===== src/rtl/accel_pkg.sv =====
// Shared types and constants for the neuron MAC accelerator: FSM states, Q8.8 formats,
// header layout and the shift/saturate/ReLU result function.
package accel_pkg;

  typedef enum logic [2:0] {
    IDLE    = 3'd0,
    GET_CNT = 3'd1,
    MAC     = 3'd2,
    DRAIN   = 3'd3,
    FINISH  = 3'd4,
    DONE    = 3'd5
  } state_e;

  localparam int DATA_W    = 16;
  localparam int FRAC_BITS = 8;
  localparam int ACC_W     = 40;

  localparam logic signed [ACC_W-1:0] SAT_MAX = 40'sd32767;
  localparam logic signed [ACC_W-1:0] SAT_MIN = -40'sd32768;

  localparam int HDR_N_LSB    = 0;
  localparam int HDR_N_MSB    = 5;
  localparam int HDR_RELU_BIT = 15;

  localparam int MAX_N_DEF      = 32;
  localparam int FIFO_DEPTH_DEF = 4;

  // Q16.16 accumulator back to Q8.8, clipped to 16 bits, optional ReLU on the clipped value.
  function automatic logic [DATA_W-1:0] sat_relu(input logic signed [ACC_W-1:0] acc,
                                                 input logic                     relu);
    logic signed [ACC_W-1:0] shifted;
    logic [DATA_W-1:0]       r;
    shifted = acc >>> FRAC_BITS;
    if (shifted > SAT_MAX) begin
      r = SAT_MAX[DATA_W-1:0];
    end else if (shifted < SAT_MIN) begin
      r = SAT_MIN[DATA_W-1:0];
    end else begin
      r = shifted[DATA_W-1:0];
    end
    if (relu && r[DATA_W-1]) begin
      r = '0;
    end
    return r;
  endfunction

endpackage


===== src/rtl/operand_fifo.sv =====
// Operand FIFO: one-word push, pair pop of the two oldest words, head and next visible combinationally.
// Pushes while full are refused here; the caller owns the error reporting. flush empties it in one cycle.
module operand_fifo #(
  parameter int  WIDTH = 17,
  parameter int  DEPTH = 4,
  localparam int PTR_W = $clog2(DEPTH),
  localparam int CNT_W = $clog2(DEPTH + 1)
) (
  input  logic             clk,
  input  logic             rst_n,
  input  logic             flush,
  input  logic             push,
  input  logic [WIDTH-1:0] push_dat,
  input  logic             pop2,
  output logic [WIDTH-1:0] head_dat,
  output logic [WIDTH-1:0] next_dat,
  output logic             full,
  output logic             empty,
  output logic [CNT_W-1:0] count
);

  function automatic logic [PTR_W-1:0] ptr_add(input logic [PTR_W-1:0] p, input int unsigned step);
    int unsigned s;
    s = 32'(p) + step;
    if (s >= DEPTH) s = s - DEPTH;
    return s[PTR_W-1:0];
  endfunction

  logic [WIDTH-1:0] mem_q [DEPTH];
  logic [WIDTH-1:0] mem_d [DEPTH];
  logic [PTR_W-1:0] wr_ptr_q, wr_ptr_d;
  logic [PTR_W-1:0] rd_ptr_q, rd_ptr_d;
  logic [CNT_W-1:0] count_q, count_d;
  logic             push_ok, pop_ok;

  assign full     = (count_q == CNT_W'(DEPTH));
  assign empty    = (count_q == '0);
  assign count    = count_q;
  assign head_dat = mem_q[rd_ptr_q];
  assign next_dat = mem_q[ptr_add(rd_ptr_q, 1)];
  assign push_ok  = push && !full && !flush;
  assign pop_ok   = pop2 && (count_q >= CNT_W'(2)) && !flush;

  always_comb begin
    mem_d    = mem_q;
    wr_ptr_d = wr_ptr_q;
    rd_ptr_d = rd_ptr_q;
    count_d  = count_q;
    if (flush) begin
      wr_ptr_d = '0;
      rd_ptr_d = '0;
      count_d  = '0;
    end else begin
      if (push_ok) begin
        mem_d[wr_ptr_q] = push_dat;
        wr_ptr_d        = ptr_add(wr_ptr_q, 1);
      end
      if (pop_ok) begin
        rd_ptr_d = ptr_add(rd_ptr_q, 2);
      end
      case ({push_ok, pop_ok})
        2'b10:   count_d = count_q + CNT_W'(1);
        2'b01:   count_d = count_q - CNT_W'(2);
        2'b11:   count_d = count_q - CNT_W'(1);
        default: count_d = count_q;
      endcase
    end
  end

  always_ff @(posedge clk or negedge rst_n) begin
    if (!rst_n) begin
      wr_ptr_q <= '0;
      rd_ptr_q <= '0;
      count_q  <= '0;
    end else begin
      wr_ptr_q <= wr_ptr_d;
      rd_ptr_q <= rd_ptr_d;
      count_q  <= count_d;
    end
  end

  always_ff @(posedge clk) begin
    mem_q <= mem_d;
  end

endmodule


===== src/rtl/neuron_mac_accel.sv =====
// Neuron MAC accelerator: header, then N (x,w) Q8.8 pairs; result 5 cycles after the last w.
// No backpressure: stray or overflowing writes are dropped and flagged on err; accel_en low aborts.
module neuron_mac_accel
  import accel_pkg::*;
#(
  parameter int MAX_N      = MAX_N_DEF,
  parameter int FIFO_DEPTH = FIFO_DEPTH_DEF
) (
  input  logic              clk,
  input  logic              rst_n,
  input  logic              accel_en,
  input  logic              bus_wr,
  input  logic [DATA_W-1:0] bus_wdata,
  output logic              accel_done,
  output logic [DATA_W-1:0] bus_rdata,
  output logic              busy,
  output logic              err
);

  localparam int             CNT_W   = $clog2(FIFO_DEPTH + 1);
  localparam int             N_W     = HDR_N_MSB - HDR_N_LSB + 1;
  localparam int             OP_W    = DATA_W + 1;
  localparam logic [N_W-1:0] MAX_N_V = N_W'(MAX_N);

  state_e                  state_q, state_d;
  logic [N_W-1:0]          n_q, n_d;
  logic [N_W-1:0]          pair_cnt_q, pair_cnt_d;
  logic                    phase_q, phase_d;
  logic                    relu_q, relu_d;
  logic                    prod_vld_q, prod_vld_d;
  logic signed [2*DATA_W-1:0] prod_q, prod_d;
  logic signed [ACC_W-1:0] acc_q, acc_d;
  logic [DATA_W-1:0]       rdata_q, rdata_d;
  logic                    done_q, done_d;
  logic                    err_q, err_d;

  logic            active, abort, hdr_acc, mac_wr, push, pop, last_push, bad_wr, hdr_clamp;
  logic [N_W-1:0]  hdr_n;
  logic [OP_W-1:0] fifo_head, fifo_next;
  logic            fifo_full, fifo_empty;
  logic [CNT_W-1:0] fifo_count;

  assign hdr_n     = bus_wdata[HDR_N_MSB:HDR_N_LSB];
  assign hdr_clamp = (hdr_n > MAX_N_V);

  // Tag bit set on x words so the pop side can check pair alignment.
  operand_fifo #(.WIDTH(OP_W), .DEPTH(FIFO_DEPTH)) u_fifo (
    .clk      (clk),
    .rst_n    (rst_n),
    .flush    (abort),
    .push     (push),
    .push_dat ({~phase_q, bus_wdata}),
    .pop2     (pop),
    .head_dat (fifo_head),
    .next_dat (fifo_next),
    .full     (fifo_full),
    .empty    (fifo_empty),
    .count    (fifo_count)
  );

  always_ff @(posedge clk or negedge rst_n) begin
    if (!rst_n) state_q <= IDLE;
    else        state_q <= state_d;
  end

  always_comb begin
    state_d = state_q;
    case (state_q)
      IDLE:    if (accel_en) state_d = GET_CNT;
      GET_CNT: begin
        if (!accel_en)   state_d = IDLE;
        else if (bus_wr) state_d = (hdr_n == '0) ? FINISH : MAC;
      end
      MAC: begin
        if (abort)          state_d = IDLE;
        else if (last_push) state_d = DRAIN;
      end
      DRAIN: begin
        if (abort)                           state_d = IDLE;
        else if (fifo_empty && !prod_vld_q)  state_d = FINISH;
      end
      FINISH:  state_d = abort ? IDLE : DONE;
      DONE:    if (!accel_en) state_d = IDLE;
      default: state_d = IDLE;
    endcase
  end

  always_comb begin
    active    = (state_q == GET_CNT) || (state_q == MAC) || (state_q == DRAIN) || (state_q == FINISH);
    abort     = active && !accel_en;
    busy      = (state_q != IDLE) && (state_q != DONE);
    hdr_acc   = (state_q == GET_CNT) && accel_en && bus_wr;
    mac_wr    = (state_q == MAC) && accel_en && bus_wr;
    push      = mac_wr && !fifo_full;
    pop       = accel_en && ((state_q == MAC) || (state_q == DRAIN)) &&
                (fifo_count >= CNT_W'(2)) && fifo_head[DATA_W] && !fifo_next[DATA_W];
    last_push = push && phase_q && ((pair_cnt_q + N_W'(1)) == n_q);
    bad_wr    = (bus_wr && ((state_q == DRAIN) || (state_q == FINISH) || (state_q == DONE))) ||
                (mac_wr && fifo_full);
  end

  always_comb begin
    n_d        = n_q;
    pair_cnt_d = pair_cnt_q;
    phase_d    = phase_q;
    relu_d     = relu_q;
    acc_d      = acc_q;
    rdata_d    = rdata_q;
    err_d      = err_q || bad_wr;
    done_d     = 1'b0;
    prod_vld_d = pop;
    prod_d     = prod_q;

    if (pop) begin
      prod_d = (2*DATA_W)'($signed(fifo_head[DATA_W-1:0])) *
               (2*DATA_W)'($signed(fifo_next[DATA_W-1:0]));
    end
    if (prod_vld_q && !abort) begin
      acc_d = acc_q + ACC_W'(prod_q);
    end
    if (push) begin
      phase_d = ~phase_q;
      if (phase_q) pair_cnt_d = pair_cnt_q + N_W'(1);
    end
    if (state_q == FINISH && accel_en) begin
      done_d  = 1'b1;
      rdata_d = sat_relu(acc_q, relu_q);
    end
    if (hdr_acc) begin
      acc_d      = '0;
      relu_d     = bus_wdata[HDR_RELU_BIT];
      n_d        = hdr_clamp ? MAX_N_V : hdr_n;
      err_d      = hdr_clamp;
      pair_cnt_d = '0;
      phase_d    = 1'b0;
    end
  end

  always_ff @(posedge clk or negedge rst_n) begin
    if (!rst_n) begin
      n_q        <= '0;
      pair_cnt_q <= '0;
      phase_q    <= 1'b0;
      relu_q     <= 1'b0;
      prod_vld_q <= 1'b0;
      prod_q     <= '0;
      acc_q      <= '0;
      rdata_q    <= '0;
      done_q     <= 1'b0;
      err_q      <= 1'b0;
    end else begin
      n_q        <= n_d;
      pair_cnt_q <= pair_cnt_d;
      phase_q    <= phase_d;
      relu_q     <= relu_d;
      prod_vld_q <= prod_vld_d;
      prod_q     <= prod_d;
      acc_q      <= acc_d;
      rdata_q    <= rdata_d;
      done_q     <= done_d;
      err_q      <= err_d;
    end
  end

  assign accel_done = done_q;
  assign bus_rdata  = rdata_q;
  assign err        = err_q;

endmodule


===== config.mk =====
export PLATFORM = sky130hd
export DESIGN_NAME = neuron_mac_accel
export DESIGN_NICKNAME = d
export VERILOG_FILES = /design/src/rtl/accel_pkg.sv /design/src/rtl/operand_fifo.sv /design/src/rtl/neuron_mac_accel.sv
export SDC_FILE = /design/constraint.sdc
export NUM_CORES = 1
export LEC_CHECK = 0
export ABC_AREA = 1
export CAP_MARGIN = 15
export CORE_MARGIN = 2
export CORE_UTILIZATION = 25
export CTS_BUF_LIST = sky130_fd_sc_hd__clkbuf_4
export DETAILED_ROUTE_END_ITERATION = 7
export SLEW_MARGIN = 15
export SYNTH_ARGS = -nofsm -noshare
export SYNTH_HDL_FRONTEND = slang
export SYNTH_SLANG_ARGS = --single-unit

===== constraint.sdc =====
create_clock -name clk -period 10.2 [get_ports clk]
set_input_delay 2.04 -clock clk [delete_from_list [all_inputs] [get_ports clk]]
set_output_delay 2.04 -clock clk [all_outputs]
set_load 0.03 [all_outputs]

======== Word-level counts from Yosys, hierarchy flattened ========
Index checks and enable logic that the tools add are counted.
word-level totals
  register bits ........................... 183
  input bits .............................. 20
  output and inout bits ................... 19
  word-level logic and storage cells ...... 155
operators by class
  $add $sub $neg .......................... 11
  multipliers ............................. 1
  order comparisons ....................... 11
  equality and inequality tests ........... 16
  mux-type cells .......................... 43
  bitwise gates (word level) .............. 5
  reductions and logical operators ........ 50
operator list
  cell                                                                            count
  17-bit 2-to-1 mux                                                               5
  40-bit 2-to-1 mux                                                               2
  17-bit binary-select mux with 2-bit select                                      2
  68-bit bitwise mux                                                              1
  16-bit 2-to-1 mux                                                               4
  40-bit by 32-bit adder with 40-bit output                                       1
  17-bit demux with 2-bit select                                                  1
  3-bit 2-to-1 mux                                                                11
  32-bit by 16-bit > comparator with 1-bit output, second input constant          1
  32-bit by 16-bit less-than comparator with 1-bit output, second input constant  1
  16-bit by 16-bit multiplier with 32-bit output                                  1
  1-bit logical AND                                                               24
  6-bit 2-to-1 mux                                                                4
  3-bit >= comparator, second input constant                                      6
  3-bit case mux with 6 select lines                                              1
  2-bit 2-to-1 mux                                                                7
  3-bit inequality test, second input constant                                    4
  2-bit nonzero test                                                              5
  3-bit == test, second input constant                                            3
  2-bit NOT with 3-bit output                                                     3
  3-bit case mux with 3 select lines                                              1
  1-bit logical OR                                                                8
  2-bit by 1-bit adder with 3-bit output, second input constant                   2
  6-bit by 1-bit adder with 6-bit output, second input constant                   1
  23 further kinds                                                                38

======== Depth between registers and ports, before layout ========
  depth in word-level cells ............... 14
  gate-level depth with buffers ........... 31
  mapped depth without buffers ............ 29

======== Cells and area by module ========
A second synthesis with hierarchy kept.
second synthesis, totals
  cell total of the unflattened synthesis .. 2,925
  area, all modules ....................... 21,534.4 sq um
modules (own cells, without submodules)
  module            times used  cells each  area each (sq um)  seq. area each (sq um)
  neuron_mac_accel  1           2,677       18,562.8           2,702.6
  operand_fifo      1           248         2,971.6            2,192.1

======== Least setup slack after synthesis ========
No wires, ideal clock.
  path type ............................... flip-flop to flip-flop
  start point ............................. reg u_fifo.rd_ptr_q[1]
  end point ............................... reg prod_q[24]
  setup time .............................. 118 ps
  arrival time ............................ 6,172 ps
  required time ........................... 10,082 ps
  path slack .............................. 3,910 ps
  stages on the path, launching flop included .. 26
  path buffers ............................ 2
  period minus slack after synthesis ...... 6,290 ps
  cells stage by stage .................... dfrtp_1 clkbuf_1 buf_2 o21ai_2 nor2_1 fa_1 inv_1 fa_1 inv_1 fa_1 fa_1 fa_1 inv_1 fa_1 inv_1 ha_1 nand2_1 nor2_1 nand2_1 inv_1 nand3_1 or2_2 nand3_1 nand2_1 nand3_1 nand2_1
between the ends
  longest elaborated chain between the ends .. 9
  elaborated cells between the ends (all ways) .. 16
ends and longest elaborated chain
  element                                                                                                 RTL line                 text
  from (decl)                                                                                             operand_fifo.sv:32       logic [PTR_W-1:0] rd_ptr_q, rd_ptr_d;
  from (signal assigned)                                                                                  operand_fifo.sv:77       rd_ptr_q <= rd_ptr_d;
  parallel branches: the longest is 9 deep, another holds 16-bit by 16-bit multiplier with 32-bit output  --
  to (signal assigned)                                                                                    neuron_mac_accel.sv:157  prod_q <= prod_d;
  to (decl)                                                                                               neuron_mac_accel.sv:31   logic signed [2*DATA_W-1:0] prod_q, prod_d;
Parallel ways; which one is timed is not known. The select of a mux whose other input is x is not followed.
A chain may end at the register's enable or synchronous reset.

======== Final worst setup path ========
  start point ............................. reg u_fifo.rd_ptr_q[1]
  end point ............................... reg prod_q[31]
Same word-level chain as after synthesis.

==> summary.txt <==
Outcome: finished clean
Main combinational cell family by area after synthesis: adder cells
Post-CTS Setup Inserts: 0
Crit-path max FO: 35
Synth top area share: 25.2%
Number of gates resized after CTS: 0
Cells after Synth: 2745
Ratio of final minimum period to clock period: 77.7%
Drt first pass iters: 5
Vias: 17400
Layout cells sized above 1: 4.54%
Multiplexer area fraction after synthesis: 0.0477%
Clock tree root buffer cell: clkbuf_4
CTS H-Tree Depth: 4
Area growth, synth to finish: 9.38%
Netlist cell types: 47
Post-layout min period: 7.93 ns
Prevailing post-synth register cell: dfrtp_1
Syn Area/Cell: 7.64 um2
Syn Std Cell Area: 21000 um2
Clock tree from TritonCTS: done
Post-synthesis sequential area ratio: 23.3%
Critical path data arrival time: 8.48 ns
Count leader, synth: nand2_1
Max_cap viols: 0
CTS buffer count: 17
Post-DRT Antenna Nets: 0
Gp weighted congestion: 0.930
Synthesis warning total: 0
Final Slew Violations: 0
Core Footprint: 83300 um2
Syn Nets: 3156
Compound-Gate Fraction of Synth Area: 5.35%
Synth area leaders: fa_1, nand2_1, dfrtp_1
Worst path top cell family by delay: adder cells
Die height: 294 um
Final Hold Fails: 0
Worst path slowest cell: inv_1
DR iter-0 viols: 1351
GR Util All Layers: 14.5%
CP endpoint kind: flop
Clk_skew: 0.0311 ns
Largest net degree at the start of global routing: 75
Clock slew seen by the registers of the worst setup and hold paths: 0.18 ns
Most frequent CP cell: inv_1
Nets: 3193
Clk sinks: 182
Initial antenna violation count: 2
RSZ-0062 raised after global routing: no
Commonest cells post-synth: nand2_1, inv_1, nor2_1, fa_1, ha_1
Synth Area in Simple Gates: 25.2%
Number of synthesized flops with an enable pin: 68
Worst Max-Slew Pin Slew: 1.22 ns
Ys async rst share: 62.6%
Die area: 86200 um2
Final setup margin: 2.27 ns
Clock buffer depth: 2
Largest stage delay on the critical path: 0.71 ns
DRC: 0
Routed wire length per instance: 15.5 um
Final global-route overflow total: 0
Rel. slew slack: 18.1%
Starting Density: 25.2%
Post-synthesis adder-cell area fraction: 32.8%
Rows: 106
Setup crit start kind: flop
Synth Area in XOR/XNOR: 1.00%
Hold buffer count at cts: 0
Worst endpoint required time: 10.75 ns
Io pins: 39
Clock Latency Late Sink: 0.65 ns
Wirelength, routed: 60200 um
First-pass GRT wire length: 97600 um
Avg Vias per Cell: 4.49
Post-synth top area cell: fa_1
Vias in the first global route: 17900
Critical path class: reg2reg
HPWL Detailed: 48700 um
Worst Hold Class: reg2reg
Fin Setup TNS: 0 ns
WP buf/inv: 9
Endpoints failing setup: 0
PortBufs: 38
Fmax: 126 MHz
Die W: 294 um
Dpl ws: 2.31 ns
Register bit total from synthesis: 182
## per-layer routing
metal  vias to the layer above  share of wire, %  routed length, um  track usage, %
met5                         -                 0                  0               0
met4                         0               3.1               1870            4.83
met3                       102               6.5               3880            2.84
met2                       477                46              27900            24.2
met1                      8482                44              26500            18.8
li1                       8366                 -                  -               -
## cells in the final DEF, fill, tap and decap left out, types with 11 or more instances in the layout
cell	netlist	routed
or2_2	38	38
clkdlybuf4s50_1	0	37
inv_1	611	611
o21ai_2	11	11
nor3_1	12	12
dfrtp_1	114	114
buf_4	2	25
xnor2_1	14	14
a21oi_1	66	66
nand3_1	126	126
edfxtp_1	68	68
o21ai_0	77	75
o21ai_1	15	17
nor2_1	273	273
nand2_1	768	768
clkbuf_4	0	17
fa_1	264	264
nand4_1	29	29
nand3b_1	14	14
ha_1	127	127
## cells by family after synthesis
group	after synthesis
flip-flops	182
XOR/XNOR	24
multiplexers	1
AND/OR/NAND/NOR	1278
adder cells (fa/ha/maj)	391
AO/OA/AOI/OAI	202
buffers and inverters	667
## stage by stage
step                      util, %  instance area [um2]  hold WS, ns  instances
final                        27.5                22900        0.513       3877
after CTS                    27.5                22900        0.515       3875
after global routing         27.5                22900        0.538       3877
after detailed placement     27.2                22600        0.472       3843
after global placement       27.2                22600        0.470       3843
after floorplan                 -                21000        0.453       2745
## tightest hold or removal path, stage by stage (launching register included)
cell,delay [ns]
dfrtp_1,0.39
nand2_1,0.05
nand2_1,0.06
## layout make-up
| type | instances | area (um2) |
|---|---|---|
| antenna | 2 | 5.00 |
| clock buffer | 17 | 128 |
| clock inverter | 15 | 159 |
| fill | 9087 | 60400 |
| inverter | 623 | 2340 |
| multi-input combinational | 1896 | 13500 |
| sequential | 182 | 4890 |
| tap | 1080 | 1350 |
| timing repair buffer | 62 | 558 |
## registers in the layout, indices dropped and copies added (netlist names), 2 cells and up
| name | cells |
|---|---|
| u_fifo.count | 3 |
| bus_rdata | 16 |
| prod_q | 32 |
| acc_q | 40 |
| u_fifo.mem_q | 68 |
| u_fifo.wr_ptr_q | 2 |
| n_q | 6 |
| state_q | 3 |
| pair_cnt_q | 6 |
## worst paths after layout
path / startpoint / to / slack (ns) / cells after the start
worst min-delay path: bus_rdata[6] / bus_rdata[6] / 0.51 / 2
worst min register to register: bus_rdata[6] / bus_rdata[6] / 0.51 / 2
max in group asynchronous: rst_n / n_q[0] / 7.49 / 2
worst max register to register: u_fifo.rd_ptr_q[1] / prod_q[31] / 2.27 / 27
worst max-delay path: u_fifo.rd_ptr_q[1] / prod_q[31] / 2.27 / 27
min in group asynchronous: rst_n / acc_q[34] / 1.52 / 1
Power is not shown: default switching activity piles up to over one toggle a cycle in this logic, so the estimate is an artifact.
